==> config.mk <==
export PLATFORM = sky130hd
export DESIGN_NAME = int_controller_flat
export DESIGN_NICKNAME = d
export VERILOG_FILES = /design/src/rtl/int_controller_if.sv /design/src/rtl/int_controller.sv /design/src/flat_wrapper.sv
export SDC_FILE = /design/constraint.sdc
export NUM_CORES = 1
export LEC_CHECK = 0
export ABC_AREA = 1
export CELL_PAD_IN_SITES_DETAIL_PLACEMENT = 0
export CELL_PAD_IN_SITES_GLOBAL_PLACEMENT = 1
export CORE_MARGIN = 1.5
export CORE_UTILIZATION = 32
export CTS_CLUSTER_DIAMETER = 200
export DETAILED_ROUTE_END_ITERATION = 10
export GPL_ROUTABILITY_DRIVEN = 0
export MAX_ROUTING_LAYER = met4
export PLACE_DENSITY = 0.82
export SLEW_MARGIN = 10
export SYNTH_ARGS = -nofsm -noshare
export SYNTH_HDL_FRONTEND = slang
export SYNTH_SLANG_ARGS = --single-unit
==> constraint.sdc <==
create_clock -name clk -period 2.3 [get_ports clk]
set_clock_uncertainty 0.15 [all_clocks]
set_input_delay 0.46 -clock clk [delete_from_list [all_inputs] [get_ports clk]]
set_output_delay 0.46 -clock clk [all_outputs]
set_load 0.05 [all_outputs]
==> src/rtl/int_controller_if.sv <==
// Bus between the control unit and the interrupt controller.
// master = control unit side, slave = interrupt controller side.
interface int_controller_if #(
   parameter int unsigned PC_W = 10
);
   logic [3:0]      irq;
   logic            mask_we;
   logic [3:0]      mask_in;
   logic            inst_boundary;
   logic [PC_W-1:0] pc_in;
   logic            reti;
   logic            int_take;
   logic [PC_W-1:0] vec_addr;
   logic [PC_W-1:0] ret_addr;
   logic            in_service;
   logic [1:0]      active_id;
   logic [3:0]      pending;

   modport master (
      output irq, mask_we, mask_in, inst_boundary, pc_in, reti,
      input  int_take, vec_addr, ret_addr, in_service, active_id, pending
   );

   modport slave (
      input  irq, mask_we, mask_in, inst_boundary, pc_in, reti,
      output int_take, vec_addr, ret_addr, in_service, active_id, pending
   );
endinterface

==> src/rtl/int_controller.sv <==
// Four-source, edge-triggered, fixed-priority, non-nesting interrupt controller.
// Takes an interrupt at an instruction boundary and holds it until reti.
module int_controller #(
   parameter int unsigned     PC_W     = 10,
   parameter logic [PC_W-1:0] VEC_BASE = PC_W'(10'h3C0)
) (
   input logic              clk,
   input logic              reset,
   int_controller_if.slave  bus
);
   localparam int unsigned N_SRC = 4;
   localparam int unsigned ID_W  = 2;

   typedef enum logic {
      IDLE    = 1'b0,
      SERVICE = 1'b1
   } state_t;

   state_t            state;
   state_t            state_nxt;

   logic [N_SRC-1:0]  irq_q;
   logic [N_SRC-1:0]  mask;
   logic [N_SRC-1:0]  pending;
   logic [N_SRC-1:0]  rise_c;
   logic [N_SRC-1:0]  eligible_c;
   logic [N_SRC-1:0]  clr_c;
   logic [N_SRC-1:0]  pending_nxt;

   logic              take_c;
   logic [ID_W-1:0]   id_c;
   logic [PC_W-1:0]   vec_nxt;
   logic              in_service_nxt;

   logic              int_take_q;
   logic [PC_W-1:0]   vec_addr_q;
   logic [PC_W-1:0]   ret_addr_q;
   logic              in_service_q;
   logic [ID_W-1:0]   active_id_q;

   // Edge detect and eligibility; mask is the registered value, so a
   // mask write never influences a take decided at the same edge.
   assign rise_c     = bus.irq & ~irq_q;
   assign eligible_c = pending & mask;

   // State register
   always_ff @(posedge clk or posedge reset) begin
      if (reset) begin
         state <= IDLE;
      end else begin
         state <= state_nxt;
      end
   end

   // Next-state logic
   always_comb begin
      state_nxt = state;
      unique case (state)
         IDLE: begin
            if ((eligible_c != '0) && bus.inst_boundary) begin
               state_nxt = SERVICE;
            end
         end
         SERVICE: begin
            if (bus.reti) begin
               state_nxt = IDLE;
            end
         end
      endcase
   end

   // Output / datapath decode: priority select, vector, pending update
   always_comb begin
      take_c         = 1'b0;
      id_c           = '0;
      vec_nxt        = vec_addr_q;
      clr_c          = '0;
      pending_nxt    = pending;
      in_service_nxt = 1'b0;

      for (int i = int'(N_SRC) - 1; i >= 0; i--) begin
         if (eligible_c[i]) begin
            id_c = ID_W'(i);
         end
      end

      if ((state == IDLE) && (eligible_c != '0) && bus.inst_boundary) begin
         take_c  = 1'b1;
         vec_nxt = VEC_BASE + PC_W'({id_c, 2'b00});
         clr_c   = N_SRC'(1) << id_c;
      end

      // A fresh edge on the source being taken wins over its clear
      pending_nxt    = (pending & ~clr_c) | rise_c;
      in_service_nxt = (state_nxt == SERVICE);
   end

   // Datapath and registered outputs
   always_ff @(posedge clk or posedge reset) begin
      if (reset) begin
         irq_q        <= '0;
         mask         <= '0;
         pending      <= '0;
         int_take_q   <= 1'b0;
         vec_addr_q   <= '0;
         ret_addr_q   <= '0;
         in_service_q <= 1'b0;
         active_id_q  <= '0;
      end else begin
         irq_q        <= bus.irq;
         pending      <= pending_nxt;
         int_take_q   <= take_c;
         in_service_q <= in_service_nxt;
         if (bus.mask_we) begin
            mask <= bus.mask_in;
         end
         if (take_c) begin
            vec_addr_q  <= vec_nxt;
            ret_addr_q  <= bus.pc_in;
            active_id_q <= id_c;
         end
      end
   end

   assign bus.int_take   = int_take_q;
   assign bus.vec_addr   = vec_addr_q;
   assign bus.ret_addr   = ret_addr_q;
   assign bus.in_service = in_service_q;
   assign bus.active_id  = active_id_q;
   assign bus.pending    = pending;

endmodule

==> src/flat_wrapper.sv <==
// flat-port wrapper written by rule: the top's interface ports become plain ports
module int_controller_flat 
#(
   parameter int unsigned     PC_W     = 10,
   parameter logic [PC_W-1:0] VEC_BASE = PC_W'(10'h3C0)
)
  (clk, reset, bus_irq, bus_mask_we, bus_mask_in, bus_inst_boundary, bus_pc_in, bus_reti, bus_int_take, bus_vec_addr, bus_ret_addr, bus_in_service, bus_active_id, bus_pending);
  int_controller_if #(.PC_W(PC_W)) bus_i ();
  input logic clk;
  input logic reset;
  input wire logic [$bits(bus_i.irq)-1:0] bus_irq;
  input wire logic [$bits(bus_i.mask_we)-1:0] bus_mask_we;
  input wire logic [$bits(bus_i.mask_in)-1:0] bus_mask_in;
  input wire logic [$bits(bus_i.inst_boundary)-1:0] bus_inst_boundary;
  input wire logic [$bits(bus_i.pc_in)-1:0] bus_pc_in;
  input wire logic [$bits(bus_i.reti)-1:0] bus_reti;
  output wire logic [$bits(bus_i.int_take)-1:0] bus_int_take;
  output wire logic [$bits(bus_i.vec_addr)-1:0] bus_vec_addr;
  output wire logic [$bits(bus_i.ret_addr)-1:0] bus_ret_addr;
  output wire logic [$bits(bus_i.in_service)-1:0] bus_in_service;
  output wire logic [$bits(bus_i.active_id)-1:0] bus_active_id;
  output wire logic [$bits(bus_i.pending)-1:0] bus_pending;
  assign bus_i.irq = bus_irq;
  assign bus_i.mask_we = bus_mask_we;
  assign bus_i.mask_in = bus_mask_in;
  assign bus_i.inst_boundary = bus_inst_boundary;
  assign bus_i.pc_in = bus_pc_in;
  assign bus_i.reti = bus_reti;
  assign bus_int_take = bus_i.int_take;
  assign bus_vec_addr = bus_i.vec_addr;
  assign bus_ret_addr = bus_i.ret_addr;
  assign bus_in_service = bus_i.in_service;
  assign bus_active_id = bus_i.active_id;
  assign bus_pending = bus_i.pending;
  int_controller #(.PC_W(PC_W), .VEC_BASE(VEC_BASE)) u_core (.clk(clk), .reset(reset), .bus(bus_i));
endmodule
==> results.yml, run 1 <==
status:
  status: "completed"
clock_network:
  post_cts_buffers: 0
  clock_latency_ps: 330
  numClockSinks: 27
  cts_root_buf: "clkbuf_4"
  cts_buffers: 3
  h-tree-depth: 1
  tritoncts: "yes"
  post_cts_resized: 0
  cts_buffer_depth: 2
  clk_pin_slew_worst_paths_ps: 150
  cts_hold_buf: 0
worst_setup_path:
  reg2reg_depth: 6
  crit_buf_inv: 1
  path_cells: "clkdlybuf4s50_1"
  rrSetupSlack_ps: 920
  path_max_fanout: 5
  r2r-end: "u_core.bus.ret_addr[9]$_DFFE_PP0P_"
  critPathArrivalTime_ps: 1570
  cp_top_family: "buffers and inverters"
  critPathKind: "register to primary output"
  crit_path_top_delay_cell: "clkdlybuf4s50_1"
  rr_startpoint: "u_core.state$_DFF_PP0_"
  cp-start-kind: "register"
  cp.required_ps: 1690
  critPathMaxStageDelay_ps: 820
  worst_setup_path_end_kind: "primary output"
global_route:
  grt_max_degree: 28
  grt_pass1_vias: 846
  grt_overflow: 0
  grt_first_pass_wirelength_mm: 3.74
  grt_usage_pct: 12.3
  antenna_found_initial: 0
die:
  io_pins: 51
  die-height_microns: 62.4
  start_util_pct: 33.6
  rows: 21
  core_sq_um: 3360
  die_area_sq_um: 3900
  fp.dieW_microns: 62.4
cells_and_area:
  seq_area_sq_um: 676
  syn_to_final_growth_pct: 42.4
  fin_util_pct: 47.8
  n_fill_cell: 358
  nets: 183
  multi_input_area_sq_um: 335
  fin_cells: 205
  layout_common_cells: "nand2_1, clkdlybuf4s50_1, dfrtp_1"
  diodes: 0
  drive_gt1_share_pct: 10.1
  final_common_cell: "nand2_1"
  final_area_sq_um: 1610
hold_path:
  min_path_cells: 1
  hp-class: "register to register"
  min_to: "u_core.bus.pending[0]$_DFF_PP0_"
  hp-start: "u_core.irq_q[0]$_DFF_PP0_"
synth:
  yosysSeqAreaShare_pct: 59.8
  yosys.area.top_type_share_pct: 59.8
  synthXorXnorAreaFrac_pct: 0
  synthSimpleGateAreaFrac_pct: 22.6
  syn_area_per_cell_sq_um: 9.74
  synth-seq-cells: 27
  synth_compound_area_share_pct: 1.77
  synth_top_family_by_area: "simple AND/OR/NAND/NOR gates"
  yosysTopAreaCell: "dfrtp_1"
  netlist_area_sq_um: 1130
  synth.distinct_cells: 15
  syn_inst: 116
  synth-warning-count: 0
  synth-adder-area-share_pct: 0
  synth_area_leaders: "dfrtp_1, nand2_1, buf_4, mux2_2, inv_1"
  synth_mux_area_share_pct: 3.99
timing:
  worst_pin_slew_ps: 510
  fin_crit_ps: 2180
  fmax_mhz: 458
  rsz0062_at_grt: "false"
  fin_crit_sh_pct: 95.0
  slew_headroom_pct: 65.9
  setup_tns_ps: 0
  setup_viol: 0
  drv_slew: 0
  hold_viol_final: 0
power_and_ir_drop:
  p_seq_share_pct: 34.4
  p_leak_uw: 0.000779
  combPwrFrac_pct: 55.4
  vdd_drop_max_v: 0.000493
  swShare_pct: 49.2
  clkPwrFrac_pct: 10.1
  power.switching_uw: 1010
  intPower_uw: 1050
  cellPowerDensity_nw_per_um2: 1280
route:
  drt_iter0_drc: 29
  drc: 0
  via_per_inst: 4.23
  postRouteWirelength_mm: 2.18
  drtPass1Iterations: 4
  wl_per_cell_microns: 10.6
  via_count: 868
  ant_nets: 0
place:
  dpl.cell_count: 201
  hpwl_mm: 1.69
  dpl_cell_area_sq_um: 1580
  io_buffers: 46
job:
  drv_cap: 0
cells by family (layout without fill, tap and decap cells):
family                 count (synthesis)  after routing
AND/OR/NAND/NOR                       59             59
flip-flops                            27             27
buffers and inverters                 21             61
AO/OA/AOI/OAI                          4              4
multiplexers                           4              4
other                                  1              4
synth_stat cells:
cell type,count
mux2_2,4
inv_4,1
nand2_2,3
dfrtp_1,27
o21ai_0,4
conb_1,1
nand4_1,3
buf_4,9
nor2_4,1
nand2_1,49
nand3_1,1
buf_6,2
inv_1,9
nand2_4,1
or2_2,1
stage by stage:
stage | hold slack, ps | setup slack [ps] | power [uW]
floorplan | 250 | 737 | 1520
global placement | 255 | 380 | 1860
detailed placement | 261 | 370 | 1880
CTS | 281 | 54.4 | 2090
global route | 319 | 33.7 | 2180
finish | 275 | 115 | 2060
power by group through the flow:
stage / sequential, uW / clock (uW) / combinational, uW
finish: 709 / 208 / 1140
global route: 733 / 238 / 1210
CTS: 714 / 216 / 1160
detailed placement: 722 / 0 / 1150
global placement: 715 / 0 / 1140
floorplan: 1180 / 0 / 347
worst max path at each step:
| stage | slack, ps | cells after the start | end | from |
|---|---|---|---|---|
| finish | 120 | 1 | bus_vec_addr[6] | u_core.bus.vec_addr[8]$_DFFE_PP0P_ |
| global route | 30 | 1 | bus_vec_addr[8] | u_core.bus.vec_addr[8]$_DFFE_PP0P_ |
| CTS | 50 | 1 | bus_in_service | u_core.state$_DFF_PP0_ |
| detailed placement | 370 | 8 | u_core.bus.ret_addr[9]$_DFFE_PP0P_ | bus_inst_boundary |
| global placement | 380 | 8 | u_core.bus.active_id[0]$_DFFE_PP0P_ | bus_inst_boundary |
| floorplan | 740 | 8 | u_core.bus.ret_addr[0]$_DFFE_PP0P_ | u_core.bus.pending[0]$_DFF_PP0_ |
sequential cells by signal, indices dropped and copies added, names as in the netlist:
name,cells
u_core.bus.active_id,1
u_core.mask,4
u_core.bus.ret_addr,10
u_core.irq_q,4
u_core.state,1
u_core.bus.vec_addr,2
u_core.bus.int_take,1
u_core.bus.pending,4
final cells by class:
class,count,share of cell area (%)
Clock inverter,1,0.467
Multi-Input combinational cell,71,20.8
Clock buffer,3,1.40
Sequential cell,27,42.0
Tap cell,46,3.58
Inverter,10,2.49
Timing Repair Buffer,47,29.2
metal layers:
metal  GRT usage, %  share of wire, %
met1           14.8                41
met2           20.3                52
met3           1.26               4.8
met4           6.67               2.2
met5              -                 0
(Power assumes the default switching activity.)
==> run 2: changes to the inputs <==
--- a/config.mk
+++ b/config.mk
@@ -5,17 +5,17 @@
 export SDC_FILE = /design/constraint.sdc
 export NUM_CORES = 1
 export LEC_CHECK = 0
-export ABC_AREA = 1
 export CELL_PAD_IN_SITES_DETAIL_PLACEMENT = 0
 export CELL_PAD_IN_SITES_GLOBAL_PLACEMENT = 1
 export CORE_MARGIN = 1.5
-export CORE_UTILIZATION = 32
+export CORE_UTILIZATION = 33
 export CTS_CLUSTER_DIAMETER = 200
 export DETAILED_ROUTE_END_ITERATION = 10
 export GPL_ROUTABILITY_DRIVEN = 0
 export MAX_ROUTING_LAYER = met4
-export PLACE_DENSITY = 0.82
+export PLACE_DENSITY = 0.8
 export SLEW_MARGIN = 10
 export SYNTH_ARGS = -nofsm -noshare
 export SYNTH_HDL_FRONTEND = slang
 export SYNTH_SLANG_ARGS = --single-unit
+export TNS_END_PERCENT = 20
==> results.yml, run 2 <==
timing:
  setup_viol: 0
  rsz0062_at_grt: "false"
  worst_pin_slew_ps: 507
  hold_viol_final: 0
  slew_headroom_pct: 66.1
  fin_crit_sh_pct: 96.2
  fin_crit_ps: 2210
  fmax_mhz: 452
  setup_tns_ps: 0
  drv_slew: 0
die:
  io_pins: 51
  rows: 21
  die-height_microns: 61.8
  fp.dieW_microns: 61.8
  core_sq_um: 3340
  start_util_pct: 34.2
  die_area_sq_um: 3820
clock_network:
  h-tree-depth: 1
  clock_latency_ps: 340
  cts_buffer_depth: 2
  cts_buffers: 3
  numClockSinks: 27
  cts_root_buf: "clkbuf_4"
  tritoncts: "yes"
  clk_pin_slew_worst_paths_ps: 150
  post_cts_buffers: 0
  cts_hold_buf: 0
synth:
  synth-warning-count: 0
  syn_inst: 86
  synth_common_cells: "dfrtp_1, buf_4, inv_1"
  yosysSeqAreaShare_pct: 59.3
  synth.most_common_cell: "dfrtp_1"
  netlist_area_sq_um: 1140
  synth.distinct_cells: 22
  synth-async-reset-ratio_pct: 100
  synth-seq-cells: 27
  yosysTopAreaCell: "dfrtp_1"
  yosys.area.top_type_share_pct: 59.3
  synth_edf_count: 0
  syn_area_per_cell_sq_um: 13.3
  synth_ff_type: "dfrtp_1"
  synth_area_leaders: "dfrtp_1, mux2_4, buf_4, mux2_2, o21ai_0"
cells_and_area:
  final_common_cell: "clkdlybuf4s50_1"
  nets: 156
  fin_cells: 178
  layout_common_cells: "clkdlybuf4s50_1, dfrtp_1, inv_1"
  n_fill_cell: 315
  largest_reg_flops: 10
  syn_to_final_growth_pct: 44.3
  diodes: 0
  drive_gt1_share_pct: 18.9
job:
  drv_cap: 0
worst_setup_path:
  rrSetupSlack_ps: 650
  cp-start-kind: "register"
  critPathKind: "register to primary output"
  crit_buf_inv: 1
  path_max_fanout: 3
  critPathArrivalTime_ps: 1600
  endpoint: "bus_vec_addr[3]"
  worst_setup_path_end_kind: "primary output"
  path_cells: "clkdlybuf4s50_1"
  crit_path_top_delay_cell: "clkdlybuf4s50_1"
  cp.required_ps: 1690
  rr_startpoint: "u_core.state$_DFF_PP0_"
  cp-startpoint: "u_core.bus.vec_addr[3]$_DFFE_PP0P_"
  r2r-end: "u_core.bus.ret_addr[3]$_DFFE_PP0P_"
  crit_cells: 1
  critPathMaxStageDelay_ps: 830
  cp_top_family: "buffers and inverters"
  reg2reg_depth: 4
global_route:
  grt_first_pass_wirelength_mm: 3.57
  antenna_found_initial: 0
  grt_usage_pct: 13.4
  grt_pass1_vias: 765
  grt_overflow: 0
  grt_max_degree: 24
place:
  hpwl_mm: 1.75
  dpl.cell_count: 174
  io_buffers: 46
power_and_ir_drop:
  cellPowerDensity_nw_per_um2: 1150
  p_leak_uw: 0.000719
  vdd_drop_max_v: 0.000452
route:
  drt_iter0_drc: 11
  postRouteWirelength_mm: 2.28
  via_per_inst: 4.40
  drc: 0
  wl_per_cell_microns: 12.8
  ant_nets: 0
  drtPass1Iterations: 4
  via_count: 783
hold_path:
  hp-class: "primary input to async pin"
status:
  status: "completed"
## run 2: cell types whose count changed after synthesis, moves of 2 or more
cell and delta:
a22o_1 +2, nand2_2 -3, mux2_4 +7, nand2_1 -42, mux2_2 +2, o21ai_0 +2
nand4_1 -3
## run 2: report_power, final
part           switching (uW)  internal, uW  leakage (uW)
logic                     619           382      0.000395
registers                89.9           592      0.000310
clock network             144          66.8     0.0000139
## run 2: how the worst min path moves through the flow
stage	startpoint	endpoint	slack, ps	cells after the start
global route	reset	u_core.bus.ret_addr[0]$_DFFE_PP0P_	150	2
detailed placement	u_core.irq_q[1]$_DFF_PP0_	u_core.bus.pending[1]$_DFF_PP0_	270	1
global placement	u_core.irq_q[1]$_DFF_PP0_	u_core.bus.pending[1]$_DFF_PP0_	250	1
CTS	reset	u_core.bus.ret_addr[0]$_DFFE_PP0P_	150	2
floorplan	u_core.irq_q[0]$_DFF_PP0_	u_core.bus.pending[0]$_DFF_PP0_	250	1
finish	reset	u_core.bus.ret_addr[2]$_DFFE_PP0P_	140	2
## run 2: area by class of cell
cell class / count / area (sq um) / share of cell area [%]
Clock buffer: 3 / 22.5 / 1.37
Clock inverter: 1 / 7.51 / 0.456
Inverter: 8 / 30.0 / 1.83
Multi-Input combinational cell: 44 / 367 / 22.3
Sequential cell: 27 / 676 / 41.1
Tap cell: 46 / 57.6 / 3.50
Timing Repair Buffer: 49 / 485 / 29.5
## run 2: cell families after synthesis
logic type             synth area share [%]
other                                 0.329
AND/OR/NAND/NOR                        4.94
AO/OA/AOI/OAI                          10.8
flip-flops                             59.3
multiplexers                           15.1
buffers and inverters                  9.55
## run 2: repair_timing
| item | CTS | global route |
|---|---|---|
| gates resized for setup | 0 | 1 |
| endpoints found under the hold margin | 0 | 0 |
| endpoints found under the setup margin | 0 | 1 |
## run 2: through the flow
stage | worst slack, ps | hold WS, ps | area (sq um) | power (uW) | util, %
after floorplan | 422 | 250 | 1150 | 1370 | -
after global placement | 245 | 251 | 1610 | 1680 | 48.3
after detailed placement | 205 | 270 | 1610 | 1700 | 48.3
after CTS | 15.4 | 146 | 1640 | 1910 | 49.2
after global routing | 34.7 | 152 | 1650 | 1980 | 49.3
final | 87.4 | 143 | 1650 | 1890 | 49.3
## run 2: per-layer routing
| layer | share of wire (%) | routed length (microns) | global-route usage, % | vias to the layer above |
|---|---|---|---|---|
| li1 | - | - | - | 367 |
| met1 | 40 | 925 | 16.3 | 386 |
| met2 | 53 | 1210 | 22.4 | 26 |
| met3 | 4.9 | 111 | 2.07 | 4 |
| met4 | 1.8 | 40 | 5.47 | 0 |
| met5 | 0 | 0 | - | - |
==> run 3: changes to the inputs <==
--- a/config.mk
+++ b/config.mk
@@ -18,4 +18,4 @@
 export SYNTH_ARGS = -nofsm -noshare
 export SYNTH_HDL_FRONTEND = slang
 export SYNTH_SLANG_ARGS = --single-unit
-export TNS_END_PERCENT = 20
+export TNS_END_PERCENT = 5
==> results of run 3 <==
Same layout as run 2: the final DEF is identical, and so are final timing and power.
